File: src/rtl/cgra_ctrl_pkg.sv
// Shared types and defaults for the CGRA run controller.
package cgra_ctrl_pkg;

  typedef enum logic [2:0] {
    IDLE,
    CFG_RESET,
    LOAD,
    WAIT_DONE,
    RUN,
    DONE,
    ERROR
  } cgra_seq_state_t;

  localparam int CGRA_CFG_BITS     = 832;
  localparam int CGRA_DONE_TIMEOUT = 16;

  function automatic logic is_busy(input cgra_seq_state_t s);
    return (s == CFG_RESET) || (s == LOAD) || (s == WAIT_DONE) || (s == RUN);
  endfunction

endpackage

File: src/rtl/cgra_config_sequencer.sv
// Run controller: configures the fabric from the bitstream configurator, then
// releases the fabric from reset for a host-specified number of cycles.
module cgra_config_sequencer
  import cgra_ctrl_pkg::*;
#(
  parameter int TOTAL_NUM_BITS = CGRA_CFG_BITS,
  parameter int DONE_TIMEOUT   = CGRA_DONE_TIMEOUT,
  parameter int RUN_W          = 32
) (
  input  logic             clock,
  input  logic             sync_reset_n,
  input  logic             start,
  input  logic             abort,
  input  logic [RUN_W-1:0] run_cycles,
  output logic             busy,
  output logic             done,
  output logic             error,
  output logic             cfg_sync_reset,
  output logic             cfg_enable,
  input  logic             cfg_bitstream,
  input  logic             cfg_done,
  output logic             fabric_config_enable,
  output logic             fabric_bitstream,
  output logic             fabric_reset
);

  localparam int ISSUE_W = $clog2(TOTAL_NUM_BITS + 1);
  localparam int WD_W    = $clog2(DONE_TIMEOUT + 1);
  localparam logic [ISSUE_W-1:0] ISSUE_LAST = ISSUE_W'(TOTAL_NUM_BITS - 1);
  localparam logic [WD_W-1:0]    WD_LAST    = WD_W'(DONE_TIMEOUT - 1);

  cgra_seq_state_t    state, state_nxt;
  logic [ISSUE_W-1:0] issue_cnt, issue_cnt_nxt;
  logic [WD_W-1:0]    wd_cnt, wd_cnt_nxt;
  logic [RUN_W-1:0]   run_cnt, run_cnt_nxt;
  logic [RUN_W-1:0]   run_lat;
  logic               start_ok;
  logic               abort_ok;

  assign start_ok = start && (state inside {IDLE, DONE, ERROR});
  assign abort_ok = abort && is_busy(state);

  always_comb begin
    state_nxt     = state;
    issue_cnt_nxt = issue_cnt;
    wd_cnt_nxt    = wd_cnt;
    run_cnt_nxt   = run_cnt;
    if (abort_ok) begin
      state_nxt     = IDLE;
      issue_cnt_nxt = '0;
      wd_cnt_nxt    = '0;
      run_cnt_nxt   = '0;
    end else if (start_ok) begin
      state_nxt     = CFG_RESET;
      issue_cnt_nxt = '0;
      wd_cnt_nxt    = '0;
      run_cnt_nxt   = '0;
    end else begin
      case (state)
        CFG_RESET: begin
          state_nxt     = LOAD;
          issue_cnt_nxt = '0;
        end
        LOAD: begin
          if (issue_cnt == ISSUE_LAST) begin
            state_nxt  = WAIT_DONE;
            wd_cnt_nxt = '0;
          end else begin
            issue_cnt_nxt = issue_cnt + ISSUE_W'(1);
          end
        end
        WAIT_DONE: begin
          // cfg_done wins over a watchdog expiring in the same cycle
          if (cfg_done) begin
            if (run_lat == '0) begin
              state_nxt = DONE;
            end else begin
              state_nxt   = RUN;
              run_cnt_nxt = RUN_W'(1);
            end
          end else if (wd_cnt == WD_LAST) begin
            state_nxt = ERROR;
          end else begin
            wd_cnt_nxt = wd_cnt + WD_W'(1);
          end
        end
        RUN: begin
          // run_cnt holds the 1-based index of the current run cycle
          if (run_cnt == run_lat) state_nxt = DONE;
          else                    run_cnt_nxt = run_cnt + RUN_W'(1);
        end
        default: ;
      endcase
    end
  end

  // Stage p0: state, counters and outputs decoded from the next state
  always_ff @(posedge clock) begin
    if (!sync_reset_n) begin
      state                <= IDLE;
      issue_cnt            <= '0;
      wd_cnt               <= '0;
      run_cnt              <= '0;
      busy                 <= 1'b0;
      done                 <= 1'b0;
      error                <= 1'b0;
      cfg_sync_reset       <= 1'b1;
      cfg_enable           <= 1'b0;
      fabric_reset         <= 1'b1;
      fabric_config_enable <= 1'b0;
      fabric_bitstream     <= 1'b0;
    end else begin
      state          <= state_nxt;
      issue_cnt      <= issue_cnt_nxt;
      wd_cnt         <= wd_cnt_nxt;
      run_cnt        <= run_cnt_nxt;
      busy           <= is_busy(state_nxt);
      done           <= (state_nxt == DONE);
      error          <= (state_nxt == ERROR);
      cfg_sync_reset <= (state_nxt == IDLE) || (state_nxt == CFG_RESET);
      cfg_enable     <= (state_nxt == LOAD);
      fabric_reset   <= (state_nxt != RUN);
      // Stage p1: forward configurator data one register behind its enable
      fabric_config_enable <= cfg_enable && !abort_ok;
      fabric_bitstream     <= cfg_bitstream;
    end
  end

  always_ff @(posedge clock) begin
    if (start_ok) run_lat <= run_cycles;
  end

endmodule

File: config.mk
export PLATFORM = sky130hd
export DESIGN_NAME = cgra_config_sequencer
export DESIGN_NICKNAME = d
export VERILOG_FILES = /design/src/rtl/cgra_ctrl_pkg.sv /design/src/rtl/cgra_config_sequencer.sv
export SDC_FILE = /design/constraint.sdc
export NUM_CORES = 1
export LEC_CHECK = 0
export ABC_AREA = 0
export BUFFER_PORTS_ARGS = -buffer_cell sky130_fd_sc_hd__clkbuf_2
export CAP_MARGIN = 20
export CELL_PAD_IN_SITES_DETAIL_PLACEMENT = 0
export CELL_PAD_IN_SITES_GLOBAL_PLACEMENT = 1
export CORE_MARGIN = 5
export CORE_UTILIZATION = 45
export DETAILED_ROUTE_END_ITERATION = 6
export GPL_TIMING_DRIVEN = 0
export PLACE_DENSITY = 0.84
export SYNTH_ARGS = -nofsm -noshare
export SYNTH_HDL_FRONTEND = slang
export SYNTH_SLANG_ARGS = --single-unit
File: constraint.sdc
create_clock -name clock -period 3.1 [get_ports clock]
set_input_delay 0.465 -clock clock [delete_from_list [all_inputs] [get_ports clock]]
set_output_delay 0.465 -clock clock [all_outputs]
set_load 0.01 [all_outputs]
# Yosys cells after proc, flatten, opt, wreduce, memory -nomap -nowiden
# Cells that the tools add are included.
# W data, S select, Z words.
dict set report word_totals {
  regBits 90
  word_cells 80
}
dict set report classes {
  add_sub_neg 3
  eq_ne 23
  mux 18
  bitwise 1
  n_reduce_logical 22
}
# op count
set ops {}
lappend ops {{$mux W32} 3}
lappend ops {{$pmux W32 S2} 1}
lappend ops {{$add A32 B1 Y32 const B} 1}
lappend ops {{$eq A32 B32 Y1} 1}
lappend ops {{$logic_not A32 Y1} 1}
lappend ops {{$pmux W10 S2} 1}
lappend ops {{$eq A3 B3 Y1 const B} 6}
lappend ops {{$mux W3} 6}
lappend ops {{$mux W5} 3}
lappend ops {{$eq A3 B2 Y1 const B} 4}
lappend ops {{$ne A2 B2 Y1 const B} 6}
lappend ops {{$pmux W3 S4} 1}
lappend ops {{$add A10 B1 Y10 const B} 1}
lappend ops {{$eq A10 B10 Y1 const B} 1}
lappend ops {{$mux W10} 1}
lappend ops {{$pmux W5 S2} 1}
lappend ops {{$reduce_and A4 Y1} 2}
lappend ops {{$logic_or A1 B1 Y1} 7}
lappend ops {{$eq A3 B1 Y1 const B} 2}
lappend ops {{$logic_not A3 Y1} 2}
lappend ops {{$reduce_bool A2 Y1} 3}
lappend ops {{$add A5 B1 Y5 const B} 1}
lappend ops {{$eq A5 B4 Y1 const B} 1}
lappend ops {{$logic_and A1 B1 Y1} 3}
lappend ops {{other kinds (8)} 8}

# Logic depth before layout (Yosys ltp)
# Gate-level depths: netlist of run 1.
dict set report depth {
  word_depth 10
  ltp_mapped 10
  mapped_depth_nobuf 10
}

# Worst setup path after synthesis of run 1
# OpenSTA, ideal clock, no wires.
dict set report synth_timing {
  kind {register to register}
  from {register state[0]}
  to {register run_lat[0], enable pin}
  setup_ps 421
  arrival_ps 2373
  path_slack_ps 306
  path_stages_with_launch 7
  period_less_slack_ps 2794
  cell_sequence {dfxtp_1 buf_6 clkbuf_1 nor2_1 nor3_1 a21oi_1 nor2_1}
}
dict set report synth_between {
  elab_chain_cells 3
  word_cells_on_any_way 5
  classes_between {eq/ne (2); reduce/logical (3)}
}
# item line_no
set synth_rtl {}
lappend synth_rtl {{start, declared} cgra_config_sequencer.sv:32} ;# cgra_seq_state_t state, state_nxt;
lappend synth_rtl {{start signal, assigned} cgra_config_sequencer.sv:113} ;# state <= state_nxt;
lappend synth_rtl {{$eq A3 B3 Y1 / $logic_not A3 Y1 (equally long branches)} cgra_config_sequencer.sv:40} ;# assign start_ok = start && (state inside {IDLE, DONE, ERROR});
lappend synth_rtl {{$reduce_bool A3 Y1 *} cgra_config_sequencer.sv:40}
lappend synth_rtl {{$logic_and A1 B1 Y1 *} cgra_config_sequencer.sv:40}
lappend synth_rtl {{via start_ok} cgra_config_sequencer.sv:37} ;# logic start_ok;
lappend synth_rtl {{end signal, assigned} cgra_config_sequencer.sv:130} ;# if (start_ok) run_lat <= run_cycles;
lappend synth_rtl {{end, declared} cgra_config_sequencer.sv:36} ;# logic [RUN_W-1:0] run_lat;
# The timed path passes the listed nets; every way through them passes the cells marked *.
# A chain may end at the register's enable or synchronous reset.

# Worst setup path after layout of run 1
dict set report layout_timing {
  from {register state[2]}
  to {register run_cnt[2]}
}
dict set report layout_between {
  elab_chain_cells 6
  word_cells_on_any_way 20
  classes_between {eq/ne (9); mux (1); reduce/logical (10)}
}
# item line_no
set layout_rtl {}
lappend layout_rtl {{$eq A3 B1 Y1 / $eq A3 B2 Y1 (equally long branches)} cgra_ctrl_pkg.sv:18} ;# return (s == CFG_RESET) || (s == LOAD) || (s == WAIT_DONE) || (s == RUN);
lappend layout_rtl {{$logic_or A1 B1 Y1 (3 in a row)} cgra_ctrl_pkg.sv:18}
lappend layout_rtl {{$logic_and A1 B1 Y1} cgra_config_sequencer.sv:41} ;# assign abort_ok = abort && is_busy(state);
lappend layout_rtl {{$reduce_or A3 Y1 (no line)} n/a}
lappend layout_rtl {{end signal, assigned} cgra_config_sequencer.sv:116} ;# run_cnt <= run_cnt_nxt;
lappend layout_rtl {{end, declared} cgra_config_sequencer.sv:35} ;# logic [RUN_W-1:0] run_cnt, run_cnt_nxt;
# Several ways; a longest one is shown, not always the timed one.

==> results of run 1 <==
[cell type report]
class | count | area [um^2]
Fill cell | 895 | 4360
Sequential cell | 90 | 2120
Multi-Input combinational cell | 329 | 2030
Timing Repair Buffer | 46 | 240
Tap cell | 129 | 161
Clock buffer | 9 | 124
Clock inverter | 7 | 93.8
Buffer | 14 | 78.8
Inverter | 9 | 33.8
[layer usage]
metal	wire length, um	part of all wire	global-route usage	vias to the layer above
met5	0	0	0	-
met4	159	0.016	0.0559	0
met3	728	0.074	0.0402	13
met2	4340	0.44	0.277	95
met1	4620	0.47	0.257	1636
li1	-	-	-	1733
[cell usage after synthesis (all sizes together)]
master  number
dfxtp       58
nor2        44
nand2       43
xor2        41
edfxtp      32
nand3       21
a21oi       19
o21ai       19
or3         19
nor4        18
or4         12
and3        10
nand4       10
inv          9
nor3         9
o211ai       9
xnor2        8
and2         7
buf          7
clkbuf       7
and4         4
ha           4
mux2i        4
a21o         3
o21a         3
a311oi       2
a31oi        2
nand4b       2
nor3b        2
o31ai        2
a211oi       1
a221o        1
a22oi        1
a32oi        1
nand2b       1
nor2b        1
nor4b        1
nor4bb       1
o221ai       1
o31a         1
or2          1
or3b         1
[logic make-up (layout without fill, tap and decap cells)]
kind of cell,after synthesis,after routing
multiplexers,4,4
adder cells (fa/ha/maj),4,4
flip-flops,90,90
buffers and inverters,23,85
AND/OR/NAND/NOR,207,207
AO/OA/AOI/OAI,65,65
XOR/XNOR,49,49
[state kept, by name, indices dropped and copies added (netlist names), 3 cells and up]
signal	count
run_cnt	32
wd_cnt	5
issue_cnt	10
state	3
run_lat	32
[power by group]
part	internal [mW]	switching, mW
Clock	0.451	0.418
Sequential	1.28	0.0319
Combinational	0.0730	0.124
Total	1.80	0.573
[through the flow]
stage	cells	power, mW	utilization	TNS [ns]	worst slack (ns)
after floorplan	442	1.45	-	0	0.306
after global placement	616	1.52	0.503	-7.31	-0.230
after detailed placement	617	1.53	0.505	0	0.259
after CTS	633	2.40	0.529	0	0.520
after global routing	633	2.48	0.529	0	0.191
final	633	2.37	0.529	0	0.494
[worst max-delay path by stage]
stage                          endpoint  depth (start not counted)
4_1_cts         run_cnt[2]$_SDFFE_PP0P_                          8
3_3_place_gp      run_lat[24]$_DFFE_PP_                          6
2_1_floorplan      run_lat[0]$_DFFE_PP_                          6
6_report        run_cnt[2]$_SDFFE_PP0P_                          8
3_5_place_dp   run_cnt[23]$_SDFFE_PP0P_                          9
5_1_grt        run_cnt[15]$_SDFFE_PP0P_                          9
==> implementation parameters, run 1 <==
Parameter                              Value

Drt
  Drt drc ... 0
  Post-detailed-route wirelength per cell ... 15.6 um
  Routed Wire Length ... between 9000 and 10000 um
  Number of design-rule violations left by the first detailed-router iteration ... between 200 and 300
  Post-detailed-route count of antenna-violating nets ... 0
  Via count ... 3477
  First drt pass iteration count ... 5
  Detail-routed via count per cell ... ~5.5

Global route
  Overall fraction of global-route tracks in use ... 0.181
  Wire length of the first global-routing pass ... 16600 um
  Number of antenna violations at the first check in global routing ... 0
  Number of global-route vias before repair ... between 3000 and 4000
  Maximum number of pins on one net before global-route repair ... 21
  Global-route congestion overflow total ... 0

Layout
  Inserted Diodes ... 0
  Most common library cell in the layout ignoring fill and taps ... sky130_fd_sc_hd__dfxtp_1
  Final #Nets ... ~540
  Final design instance area without fill ... 4880 um^2
  Proportion of layout cells with a drive suffix above 1 ... 0.147
  Commonest non-fill, non-tap cells in the layout ... 58 x sky130_fd_sc_hd__dfxtp_1, 45 x sky130_fd_sc_hd__clkbuf_2, 43 x sky130_fd_sc_hd__nor2_1
  Growth of design area from synthesis to finish ... 14.6%

Timing
  Max Freq ... 384 MHz
  Relative slew margins ... 0.525
  Number of hold violations in the final report ... 0
  Unrepaired setup endpoints after global routing ... no
  Shortest period the worst path allows ... 2.61 ns
  Worst hold margin ... between 0.2 and 0.3 ns
  Pin slew with the least headroom to its limit ... 0.707 ns
  Final Max Tran Viols ... 0
  Max Clock Skew ... around 0.011 ns
  Tcrit/Tclk final ... 0.841
  Setup violations, final ... 0

Die
  Die Footprint ... 11500 um^2
  I/O pin cnt ... 46
  CORE AREA ... 9240 um^2
  Effective utilization at floorplan ... 0.461
  Floorplan die height ... 107 um
  Standard-cell rows ... 35
  X dimension of the die ... 107 um

Clock tree
  Number of levels the H-tree was split into ... 3
  CTS Buf Count ... 9
  TritonCTS clock tree ... done
  CTS-repair resized insts ... 0
  Total clock sinks ... 90
  Worst skew pair latency ... 0.36 ns
  Number of hold buffers added after cts ... 0
  Largest buffer count on any clock path ... 2
  Number of buffers added for setup after CTS ... 0
  Clock-pin slew on the worst setup and hold paths ... 0.09 ns
  Master cell of the clock root buffer ... sky130_fd_sc_hd__clkbuf_8

Logic synthesis
  Leading post-synthesis cells by cell area ... sky130_fd_sc_hd__dfxtp_1 27%, sky130_fd_sc_hd__edfxtp_1 23%, sky130_fd_sc_hd__xor2_1 8.4%
  Post-synthesis adder-cell area fraction ... 0.0117
  Post-synthesis sequential element count ... 90
  Syn_nets ... slightly below 500
  Number of cells produced by synthesis ... 442
  Synth Area in Compound Gates ... 0.0936
  Area share of the largest cell type after synthesis ... 0.272
  Sequential cell area fraction in the yosys report ... 0.498
  Multiplexer fraction of the synthesized cell area ... 0.00939
  Post-synthesis cell type count ... 49
  Cell taking the most area after synthesis ... sky130_fd_sc_hd__dfxtp_1
  Basic-gate share of the synthesized area counting and, or, nand and nor cells ... 0.260
  Post-synthesis xor/xnor area fraction ... 0.101
  Main combinational cell family by area after synthesis ... simple AND/OR/NAND/NOR gates
  Mapped cell area ... 4260 um^2
  Yosys warning count ... 0
  Average footprint of a synthesized cell ... roughly 9.6 um^2

Setup path
  Cells along the critical path ... buf_2 -> a31oi_1 -> o21ai_1 -> or2_0 -> clkbuf_1 -> buf_2 -> buf_2 -> nor2_1
  R2R Path End ... run_cnt[2]$_SDFFE_PP0P_
  Largest stage delay, worst path ... between 0.5 and 0.6 ns
  Crit path max-delay family ... buffers and inverters
  CP Launch Point ... state[2]$_SDFF_PN0_
  Register-to-Register Path Depth ... 8
  CP Class ... flip-flop to flip-flop
  Data required, critical path ... 3.34 ns
  Critical Path End Type ... flip-flop
  CP startpoint kind ... flip-flop
  Register-to-Register Setup Slack ... slightly below 0.5 ns
  Crit path max-delay cell type ... sky130_fd_sc_hd__o21ai_1
  Origin of the critical flop-to-flop path ... state[2]$_SDFF_PN0_
  Most numerous cell on the critical path ... sky130_fd_sc_hd__buf_2
  Worst path buffer plus inverter count ... 4
  Data arrival time at the worst-slack endpoint ... 2.85 ns
  Largest driver fanout on the critical path ... 10

Placed design
  Number of buffer cells added on primary ports ... 45
  Cell area after placement ... 4670 um^2
  Gp weighted congestion ... about 0.85
  Half-perimeter wire length after detailed placement ... 7370 um

Power
  Power density normalized to cell area ... 486 nW/um^2
  Leakage power summed over all cells ... 1.83 nW
  Largest vdd supply drop ... 0.397 mV

Worst hold path
  Endpoint, Worst Hold ... run_lat[20]$_DFFE_PP_
  Hold crit path type ... input pin to flip-flop
  Origin of the worst min-delay path ... run_cycles[20]
  Cell count of the worst hold path ... 1

Run
  Max-cap violations ... 0

Outcome
  Status ... completed
(Power assumes the default switching activity.)
==> run 2: changes to the inputs <==
--- a/config.mk
+++ b/config.mk
@@ -11,10 +11,10 @@
 export CELL_PAD_IN_SITES_DETAIL_PLACEMENT = 0
 export CELL_PAD_IN_SITES_GLOBAL_PLACEMENT = 1
 export CORE_MARGIN = 5
-export CORE_UTILIZATION = 45
+export CORE_UTILIZATION = 41
 export DETAILED_ROUTE_END_ITERATION = 6
 export GPL_TIMING_DRIVEN = 0
-export PLACE_DENSITY = 0.84
+export PLACE_DENSITY = 0.81
 export SYNTH_ARGS = -nofsm -noshare
 export SYNTH_HDL_FRONTEND = slang
 export SYNTH_SLANG_ARGS = --single-unit
==> constraint.sdc (replaced) <==
create_clock -name clock -period 2.35 [get_ports clock]
set_input_delay 0.3525 -clock clock [delete_from_list [all_inputs] [get_ports clock]]
set_output_delay 0.3525 -clock clock [all_outputs]
set_load 0.01 [all_outputs]
==> run 2 against run 1 <==
Net effect:
- the run now ends with DRC left
- flip-flop and latch count unchanged
- clock-buffer cell count unchanged
- global-route usage down 1.9 points
- routed wire length up 1.6%
- design area up 5.5%
- largest cell class is now multi-input combinational cells
- critical path depth unchanged
- combinational power up 49%
==> implementation parameters, run 2 (synthesis results as in run 1) <==
Parameter                              Value

Outcome
  Status ... complete, but fails checks (was completed)
  Violated checks ... DRC

Power
  Largest vdd supply drop ... 0.430 mV (was 0.397 mV)
  Switching power as a share of total power ... 0.242 (was 0.241)
  Cell internal power dissipation ... 2.52 mW (was 1.80 mW)
  Sequential Power Share ... 0.520 (was 0.551)
  Power density normalized to cell area ... 644 nW/um^2 (was 486 nW/um^2)
  Share of power burned in the clock network ... 0.391 (was 0.366)
  Combinational share of power ... 0.088 (was 0.083)
  Net switching power ... 0.801 mW (was 0.573 mW)
  Leakage power summed over all cells ... 1.93 nW (was 1.83 nW)

Drt
  Number of design-rule violations left by the first detailed-router iteration ... 174 (was 265)
  Post-detailed-route count of antenna-violating nets ... 0 (unchanged)
  First drt pass iteration count ... 6 (was 5)
  Routed Wire Length ... 10000 um (was 9850 um)
  Via count ... 3507 (was 3477)
  Detail-routed via count per cell ... 5.42 (was 5.49)
  Drt drc ... 1 (was 0)
  Post-detailed-route wirelength per cell ... 15.5 um (was 15.6 um)

Placed design
  Half-perimeter wire length after detailed placement ... 7350 um (was 7370 um)
  Placed cell count ... 624 (was 617)
  Post-placement setup slack ... -0.372 ns (was 0.259 ns)
  Number of buffer cells added on primary ports ... 45 (unchanged)
  Gp weighted congestion ... 0.879 (was 0.851)
  Cell area after placement ... 4680 um^2 (was 4670 um^2)

Clock tree
  Master cell of the clock root buffer ... sky130_fd_sc_hd__clkbuf_8 (unchanged)
  CTS Buf Count ... 9 (unchanged)
  Largest buffer count on any clock path ... 2 (unchanged)
  Number of levels the H-tree was split into ... 3 (unchanged)
  TritonCTS clock tree ... done (unchanged)
  Worst skew pair latency ... 0.36 ns (about the same)
  Total clock sinks ... 90 (unchanged)
  Clock-pin slew on the worst setup and hold paths ... 0.09 ns (about the same)

Global route
  Number of global-route vias before repair ... 3249 (was 3309)
  Met2 track demand over resource ... 0.232 (was 0.277)
  Maximum number of pins on one net before global-route repair ... 24 (was 21)
  Overall fraction of global-route tracks in use ... 0.162 (was 0.181)
  Wire length of the first global-routing pass ... 16300 um (was 16600 um)
  Global-route congestion overflow total ... 0 (unchanged)
  Met3 usage ... 0.0255 (was 0.0402)
  Global routing's busiest layer ... met1 (was met2)
  Met1 global-route usage ... 0.236 (was 0.257)
  Number of antenna violations at the first check in global routing ... 0 (unchanged)

Layout
  Combined flip-flop and latch cell area ... 2120 um^2 (about the same)
  Most common library cell in the layout ignoring fill and taps ... sky130_fd_sc_hd__dfxtp_1 (unchanged)
  Inserted Diodes ... 0 (unchanged)
  Commonest non-fill, non-tap cells in the layout ... 57 x sky130_fd_sc_hd__dfxtp_1, 46 x sky130_fd_sc_hd__clkbuf_2, 41 x sky130_fd_sc_hd__nor2_1, 41 x sky130_fd_sc_hd__xor2_1, 40 x sky130_fd_sc_hd__nand2_1 (was 58 x sky130_fd_sc_hd__dfxtp_1, 45 x sky130_fd_sc_hd__clkbuf_2, 43 x sky130_fd_sc_hd__nor2_1)
  Final design instance area without fill ... 5150 um^2 (was 4880 um^2)
  Proportion of layout cells with a drive suffix above 1 ... 0.209 (was 0.147)
  Filler cells ... 951 (was 895)
  Area occupied by multi-input gates ... 2180 um^2 (was 2030 um^2)
  Final #Nets ... 548 (was 541)
  Number of cells in the finished layout apart from fillers ... 647 (was 633)
  Largest registers ... run_cnt x32, run_lat x32, issue_cnt x10 (unchanged)
  Growth of design area from synthesis to finish ... 20.9% (was 14.6%)
  Post-route core utilization ... 0.504 (was 0.529)

Die
  Die Footprint ... 12500 um^2 (was 11500 um^2)
  Standard-cell rows ... 37 (was 35)
  X dimension of the die ... 112 um (was 107 um)
  Effective utilization at floorplan ... 0.417 (was 0.461)
  I/O pin cnt ... 46 (unchanged)
  Floorplan die height ... 112 um (was 107 um)
  CORE AREA ... 10200 um^2 (was 9240 um^2)

Timing
  Max Clock Skew ... 0.00886 ns (was 0.0106 ns)
  Setup violations, final ... 0 (unchanged)
  Pin slew with the least headroom to its limit ... 0.489 ns (was 0.707 ns)
  Relative slew margins ... 0.670 (was 0.525)
  Final Max Tran Viols ... 0 (unchanged)
  Tcrit/Tclk final ... 0.988 (was 0.841)
  Unrepaired setup endpoints after global routing ... yes (was no)
  Number of hold violations in the final report ... 0 (unchanged)
  Worst hold margin ... 0.159 ns (was 0.276 ns)
  Max Freq ... 431 MHz (was 384 MHz)
  Minimum setup slack in the final design ... 0.0272 ns (was 0.494 ns)
  Shortest period the worst path allows ... 2.32 ns (was 2.61 ns)

Setup path
  Largest stage delay, worst path ... 0.50 ns (was 0.57 ns)
  Largest driver fanout on the critical path ... 10 (unchanged)
  Data arrival time at the worst-slack endpoint ... 2.64 ns (was 2.85 ns)
  Data required, critical path ... 2.66 ns (was 3.34 ns)
  Worst path buffer plus inverter count ... 1 (was 4)
  Crit path max-delay cell type ... sky130_fd_sc_hd__or4_1 (was sky130_fd_sc_hd__o21ai_1)
  Most numerous cell on the critical path ... sky130_fd_sc_hd__nand2_1 (was sky130_fd_sc_hd__buf_2)
  Cells along the critical path ... nor4_2 -> nand2_1 -> nor4_4 -> nor2_2 -> or2_1 -> buf_6 -> or4_1 -> nand2_1 (was buf_2 -> a31oi_1 -> o21ai_1 -> or2_0 -> clkbuf_1 -> buf_2 -> buf_2 -> nor2_1)
  CP Class ... flip-flop to flip-flop (unchanged)
  CP startpoint kind ... flip-flop (unchanged)
  Crit path max-delay family ... simple AND/OR/NAND/NOR gates (was buffers and inverters)
  Critical Path End Type ... flip-flop (unchanged)

Run
  Max-cap violations ... 0 (unchanged)

Worst hold path
  Hold crit path type ... input pin to flip-flop (unchanged)
## run 2: changes by cell type in the layout (fill, tap and decap cells not counted), sizes merged
cell and change:
clkinvlp -3, bufinv +1, buf +9, clkbuf -2, inv +2
## run 2: cell type report
cell class / instances / share of cell area
Sequential cell: 90 / 0.412
Clock buffer: 9 / 0.0240
Timing Repair Buffer: 54 / 0.0583
Inverter: 9 / 0.00656
Clock inverter: 7 / 0.0240
Multi-Input combinational cell: 329 / 0.423
Tap cell: 136 / 0.0330
Buffer: 13 / 0.0187
## run 2: per-stage QoR
stage,setup TNS [ns],power (mW)
CTS,0,3.32
floorplan,0,1.91
global placement,-12.66,2.01
detailed placement,-6.23,2.02
global route,-0.771,3.46
finish,0,3.32
## run 2: final timing paths
path	startpoint	slack (ns)	depth (start not counted)	endpoint
hold / removal	run_cycles[4]	0.16	1	run_lat[4]$_DFFE_PP_
setup / recovery	run_lat[29]$_DFFE_PP_	0.03	8	run_cnt[7]$_SDFFE_PP0P_
setup reg to reg	run_lat[29]$_DFFE_PP_	0.03	8	run_cnt[7]$_SDFFE_PP0P_
hold reg to reg	wd_cnt[4]$_SDFFE_PP0P_	0.46	2	wd_cnt[4]$_SDFFE_PP0P_
## run 2: timing repair
action / 4_1_cts / 5_1_grt
gates resized for setup: 13 / 30
setup buffers: 4 / 4
hold buffers: 0 / 0
endpoints found under the setup margin: 31 / 57
pin swaps: 5 / 13
## run 2: worst register-to-register path: cells and delay by family, from the launching register on
kind	cells	cell delay [ns]
AND/OR/NAND/NOR	7	1.69
buffers and inverters	1	0.15
flip-flops	1	0.43
## run 2: per-layer routing
layer,part of all wire,up-vias
li1,-,1747
met3,0.047,15
met2,0.45,85
met5,0,-
met1,0.48,1660
met4,0.026,0
## run 2: power groups by stage
stage                     clock [mW]  combinational (mW)  sequential, mW
after detailed placement           0               0.260            1.76
final                           1.30               0.293            1.73
after CTS                       1.33               0.272            1.72
after floorplan                    0               0.160            1.75
after global routing            1.39               0.327            1.73
after global placement             0               0.249            1.76
==> run 3: changes to the inputs <==
--- a/config.mk
+++ b/config.mk
@@ -6,15 +6,16 @@
 export NUM_CORES = 1
 export LEC_CHECK = 0
 export ABC_AREA = 0
-export BUFFER_PORTS_ARGS = -buffer_cell sky130_fd_sc_hd__clkbuf_2
 export CAP_MARGIN = 20
 export CELL_PAD_IN_SITES_DETAIL_PLACEMENT = 0
 export CELL_PAD_IN_SITES_GLOBAL_PLACEMENT = 1
 export CORE_MARGIN = 5
-export CORE_UTILIZATION = 41
+export CORE_UTILIZATION = 44
+export CTS_CLUSTER_SIZE = 30
 export DETAILED_ROUTE_END_ITERATION = 6
+export DONT_BUFFER_PORTS = 1
 export GPL_TIMING_DRIVEN = 0
-export PLACE_DENSITY = 0.81
+export PLACE_DENSITY = 0.8
 export SYNTH_ARGS = -nofsm -noshare
 export SYNTH_HDL_FRONTEND = slang
 export SYNTH_SLANG_ARGS = --single-unit
==> run 3 against run 2 <==
Net effect:
- the flow now finishes without violations
- cell count down 6.8%
- design area decreased by 4.8%
- core utilization is 0.76 points higher
- sequential share of layout area up 2.1 points
- via count is 4.5% lower
- global-route usage increased by 1.4 points
- critical path type unchanged
- largest power group unchanged
==> implementation parameters, run 3 (synthesis results as in run 1) <==
Parameter                              Value

Timing
  Setup violations, final ... 0 (unchanged)
  Unrepaired setup endpoints after global routing ... yes (unchanged)
  Final Max Tran Viols ... 0 (unchanged)
  Number of hold violations in the final report ... 0 (unchanged)
  Worst hold margin ... 0.0835 ns (was 0.159 ns)
  Max Freq ... 429 MHz (was 431 MHz)
  Pin slew with the least headroom to its limit ... 0.462 ns (was 0.489 ns)
  Max Clock Skew ... 0.0163 ns (was 0.00886 ns)
  Relative slew margins ... 0.689 (was 0.670)
  Tcrit/Tclk final ... 0.993 (was 0.988)
  Shortest period the worst path allows ... 2.33 ns (was 2.32 ns)
  Minimum setup slack in the final design ... 0.0169 ns (was 0.0272 ns)

Global route
  Number of antenna violations at the first check in global routing ... 0 (unchanged)
  Global-route congestion overflow total ... 0 (unchanged)
  Met3 usage ... 0.0478 (was 0.0255)
  Met1 global-route usage ... 0.245 (was 0.236)
  Met2 track demand over resource ... 0.262 (was 0.232)
  Maximum number of pins on one net before global-route repair ... 22 (was 24)
  Number of global-route vias before repair ... 3212 (was 3249)
  Overall fraction of global-route tracks in use ... 0.176 (was 0.162)
  Wire length of the first global-routing pass ... 16100 um (was 16300 um)
  Global routing's busiest layer ... met2 (was met1)

Power
  Power density normalized to cell area ... 615 nW/um^2 (was 644 nW/um^2)
  Leakage power summed over all cells ... 1.73 nW (was 1.93 nW)
  Largest vdd supply drop ... 0.474 mV (was 0.430 mV)

Drt
  Post-detailed-route count of antenna-violating nets ... 0 (unchanged)
  Routed Wire Length ... 10100 um (was 10000 um)
  Detail-routed via count per cell ... 5.55 (was 5.42)
  Drt drc ... 0 (was 1)
  Post-detailed-route wirelength per cell ... 16.7 um (was 15.5 um)
  First drt pass iteration count ... 4 (was 6)
  Via count ... 3349 (was 3507)
  Number of design-rule violations left by the first detailed-router iteration ... 261 (was 174)

Layout
  Largest registers ... run_cnt x32, run_lat x32, issue_cnt x10 (unchanged)
  Final #Nets ... 507 (was 548)
  Commonest non-fill, non-tap cells in the layout ... 57 x sky130_fd_sc_hd__dfxtp_1, 41 x sky130_fd_sc_hd__nor2_1, 41 x sky130_fd_sc_hd__xor2_1 (was 57 x sky130_fd_sc_hd__dfxtp_1, 46 x sky130_fd_sc_hd__clkbuf_2, 41 x sky130_fd_sc_hd__nor2_1, 41 x sky130_fd_sc_hd__xor2_1, 40 x sky130_fd_sc_hd__nand2_1)
  Growth of design area from synthesis to finish ... 15.1% (was 20.9%)
  Inserted Diodes ... 0 (unchanged)
  Number of cells in the finished layout apart from fillers ... 603 (was 647)
  Most common library cell in the layout ignoring fill and taps ... sky130_fd_sc_hd__dfxtp_1 (unchanged)
  Filler cells ... 874 (was 951)
  Proportion of layout cells with a drive suffix above 1 ... 0.130 (was 0.209)

Clock tree
  Largest buffer count on any clock path ... 2 (unchanged)
  Total clock sinks ... 90 (unchanged)
  Clock-pin slew on the worst setup and hold paths ... 0.09 ns (about the same)
  CTS Buf Count ... 9 (unchanged)
  Number of hold buffers added after cts ... 0 (unchanged)
  Number of levels the H-tree was split into ... 3 (unchanged)
  Master cell of the clock root buffer ... sky130_fd_sc_hd__clkbuf_8 (unchanged)
  Worst skew pair latency ... 0.36 ns (about the same)
  TritonCTS clock tree ... done (unchanged)

Setup path
  Largest stage delay, worst path ... 0.50 ns (about the same)
  Most numerous cell on the critical path ... sky130_fd_sc_hd__nand2_1 (unchanged)
  Data arrival time at the worst-slack endpoint ... 2.64 ns (about the same)
  Critical Path End Type ... flip-flop (unchanged)
  Crit path max-delay cell type ... sky130_fd_sc_hd__or4_1 (unchanged)
  Data required, critical path ... 2.66 ns (about the same)
  Register-to-Register Path Depth ... 8 (unchanged)
  Path length in cells of the critical path ... 8 (unchanged)
  Worst path buffer plus inverter count ... 1 (unchanged)
  Largest driver fanout on the critical path ... 10 (unchanged)
  CP Class ... flip-flop to flip-flop (unchanged)
  Crit path max-delay family ... simple AND/OR/NAND/NOR gates (unchanged)
  Cells along the critical path ... nor4_1 -> nand2_1 -> nor4_4 -> nor2_2 -> or2_1 -> buf_6 -> or4_1 -> nand2_1 (was nor4_2 -> nand2_1 -> nor4_4 -> nor2_2 -> or2_1 -> buf_6 -> or4_1 -> nand2_1)
  CP startpoint kind ... flip-flop (unchanged)

Placed design
  Half-perimeter wire length after detailed placement ... 7320 um (was 7350 um)
  Number of buffer cells added on primary ports ... 0 (was 45)
  Placed cell count ... 576 (was 624)
  Gp weighted congestion ... 0.879 (about the same)
  Post-placement setup slack ... -0.250 ns (was -0.372 ns)

Die
  Standard-cell rows ... 36 (was 37)
  CORE AREA ... 9590 um^2 (was 10200 um^2)
  Floorplan die height ... 108 um (was 112 um)
  Effective utilization at floorplan ... 0.444 (was 0.417)
  Die Footprint ... 11800 um^2 (was 12500 um^2)
  I/O pin cnt ... 46 (unchanged)
  X dimension of the die ... 108 um (was 112 um)

Worst hold path
  Cell count of the worst hold path ... 0 (was 1)
  Hold crit path type ... input pin to flip-flop (unchanged)

Outcome
  Status ... completed (was complete, but fails checks)

Run
  Max-cap violations ... 0 (unchanged)
[run 3: cell types whose count changed in the layout (fill, tap and decap cells not counted), sizes merged]
| cell | change |
|---|---|
| inv | -2 |
| bufinv | -2 |
| buf | +3 |
| clkinv | +1 |
| clkinvlp | +2 |
| clkbuf | -43 |
[run 3: worst reg2reg max path, cell delays in order, from the launching register on]
cell and delay (ns):
sky130_fd_sc_hd__edfxtp_1 0.42, sky130_fd_sc_hd__nor4_1 0.32, sky130_fd_sc_hd__nand2_1 0.18, sky130_fd_sc_hd__nor4_4 0.33
sky130_fd_sc_hd__nor2_2 0.08, sky130_fd_sc_hd__or2_1 0.23, sky130_fd_sc_hd__buf_6 0.15, sky130_fd_sc_hd__or4_1 0.50
sky130_fd_sc_hd__nand2_1 0.08
[run 3: per-layer routing]
layer | vias to the layer above | wire length (um) | part of all wire
li1 | 1666 | - | -
met1 | 1599 | 4800 | 0.48
met5 | - | 0 | 0
met4 | 0 | 91 | 0.0090
met3 | 7 | 559 | 0.055
met2 | 77 | 4630 | 0.46
[run 3: worst paths after layout]
| path | from | to | slack [ns] |
|---|---|---|---|
| max | run_lat[18]$_DFFE_PP_ | run_cnt[5]$_SDFFE_PP0P_ | 0.02 |
| min | run_cycles[10] | run_lat[10]$_DFFE_PP_ | 0.08 |
| min reg2reg | wd_cnt[4]$_SDFFE_PP0P_ | wd_cnt[4]$_SDFFE_PP0P_ | 0.46 |
| max reg2reg | run_lat[18]$_DFFE_PP_ | run_cnt[5]$_SDFFE_PP0P_ | 0.02 |
[run 3: cell type report]
class	count	area (um^2)	area share
well taps	133	166	0.0339
flip-flops and latches	90	2120	0.433
clock buffers	10	128	0.0260
plain buffers	13	95.1	0.0194
repair buffers	13	135	0.0276
clock inverters	6	57.6	0.0117
inverters	9	33.8	0.00689
multi-input cells	329	2170	0.442
[run 3: where the power goes]
group	internal [mW]	total (mW)	switching, mW
clock network	0.482	1.02	0.541
logic	0.0978	0.259	0.162
registers	1.69	1.73	0.0489
total	2.27	3.02	0.752
[run 3: stage by stage]
step	util	TNS (ns)	area (um^2)	total power, mW
global placement	0.462	-13.16	4430	1.97
CTS	0.488	-0.0242	4680	3.01
global route	0.511	-1.51	4900	3.15
floorplan	-	0	4270	1.91
detailed placement	0.465	-5.42	4460	1.99
finish	0.511	0	4900	3.02
[run 3: timing repair]
item / 4_1_cts / 5_1_grt
buffers inserted: 0 / 11
gates cloned: 0 / 1
setup endpoints to repair: 33 / 61
endpoints found under the hold margin: 0 / 0
gates resized for setup: 8 / 29
pin swaps: 2 / 10
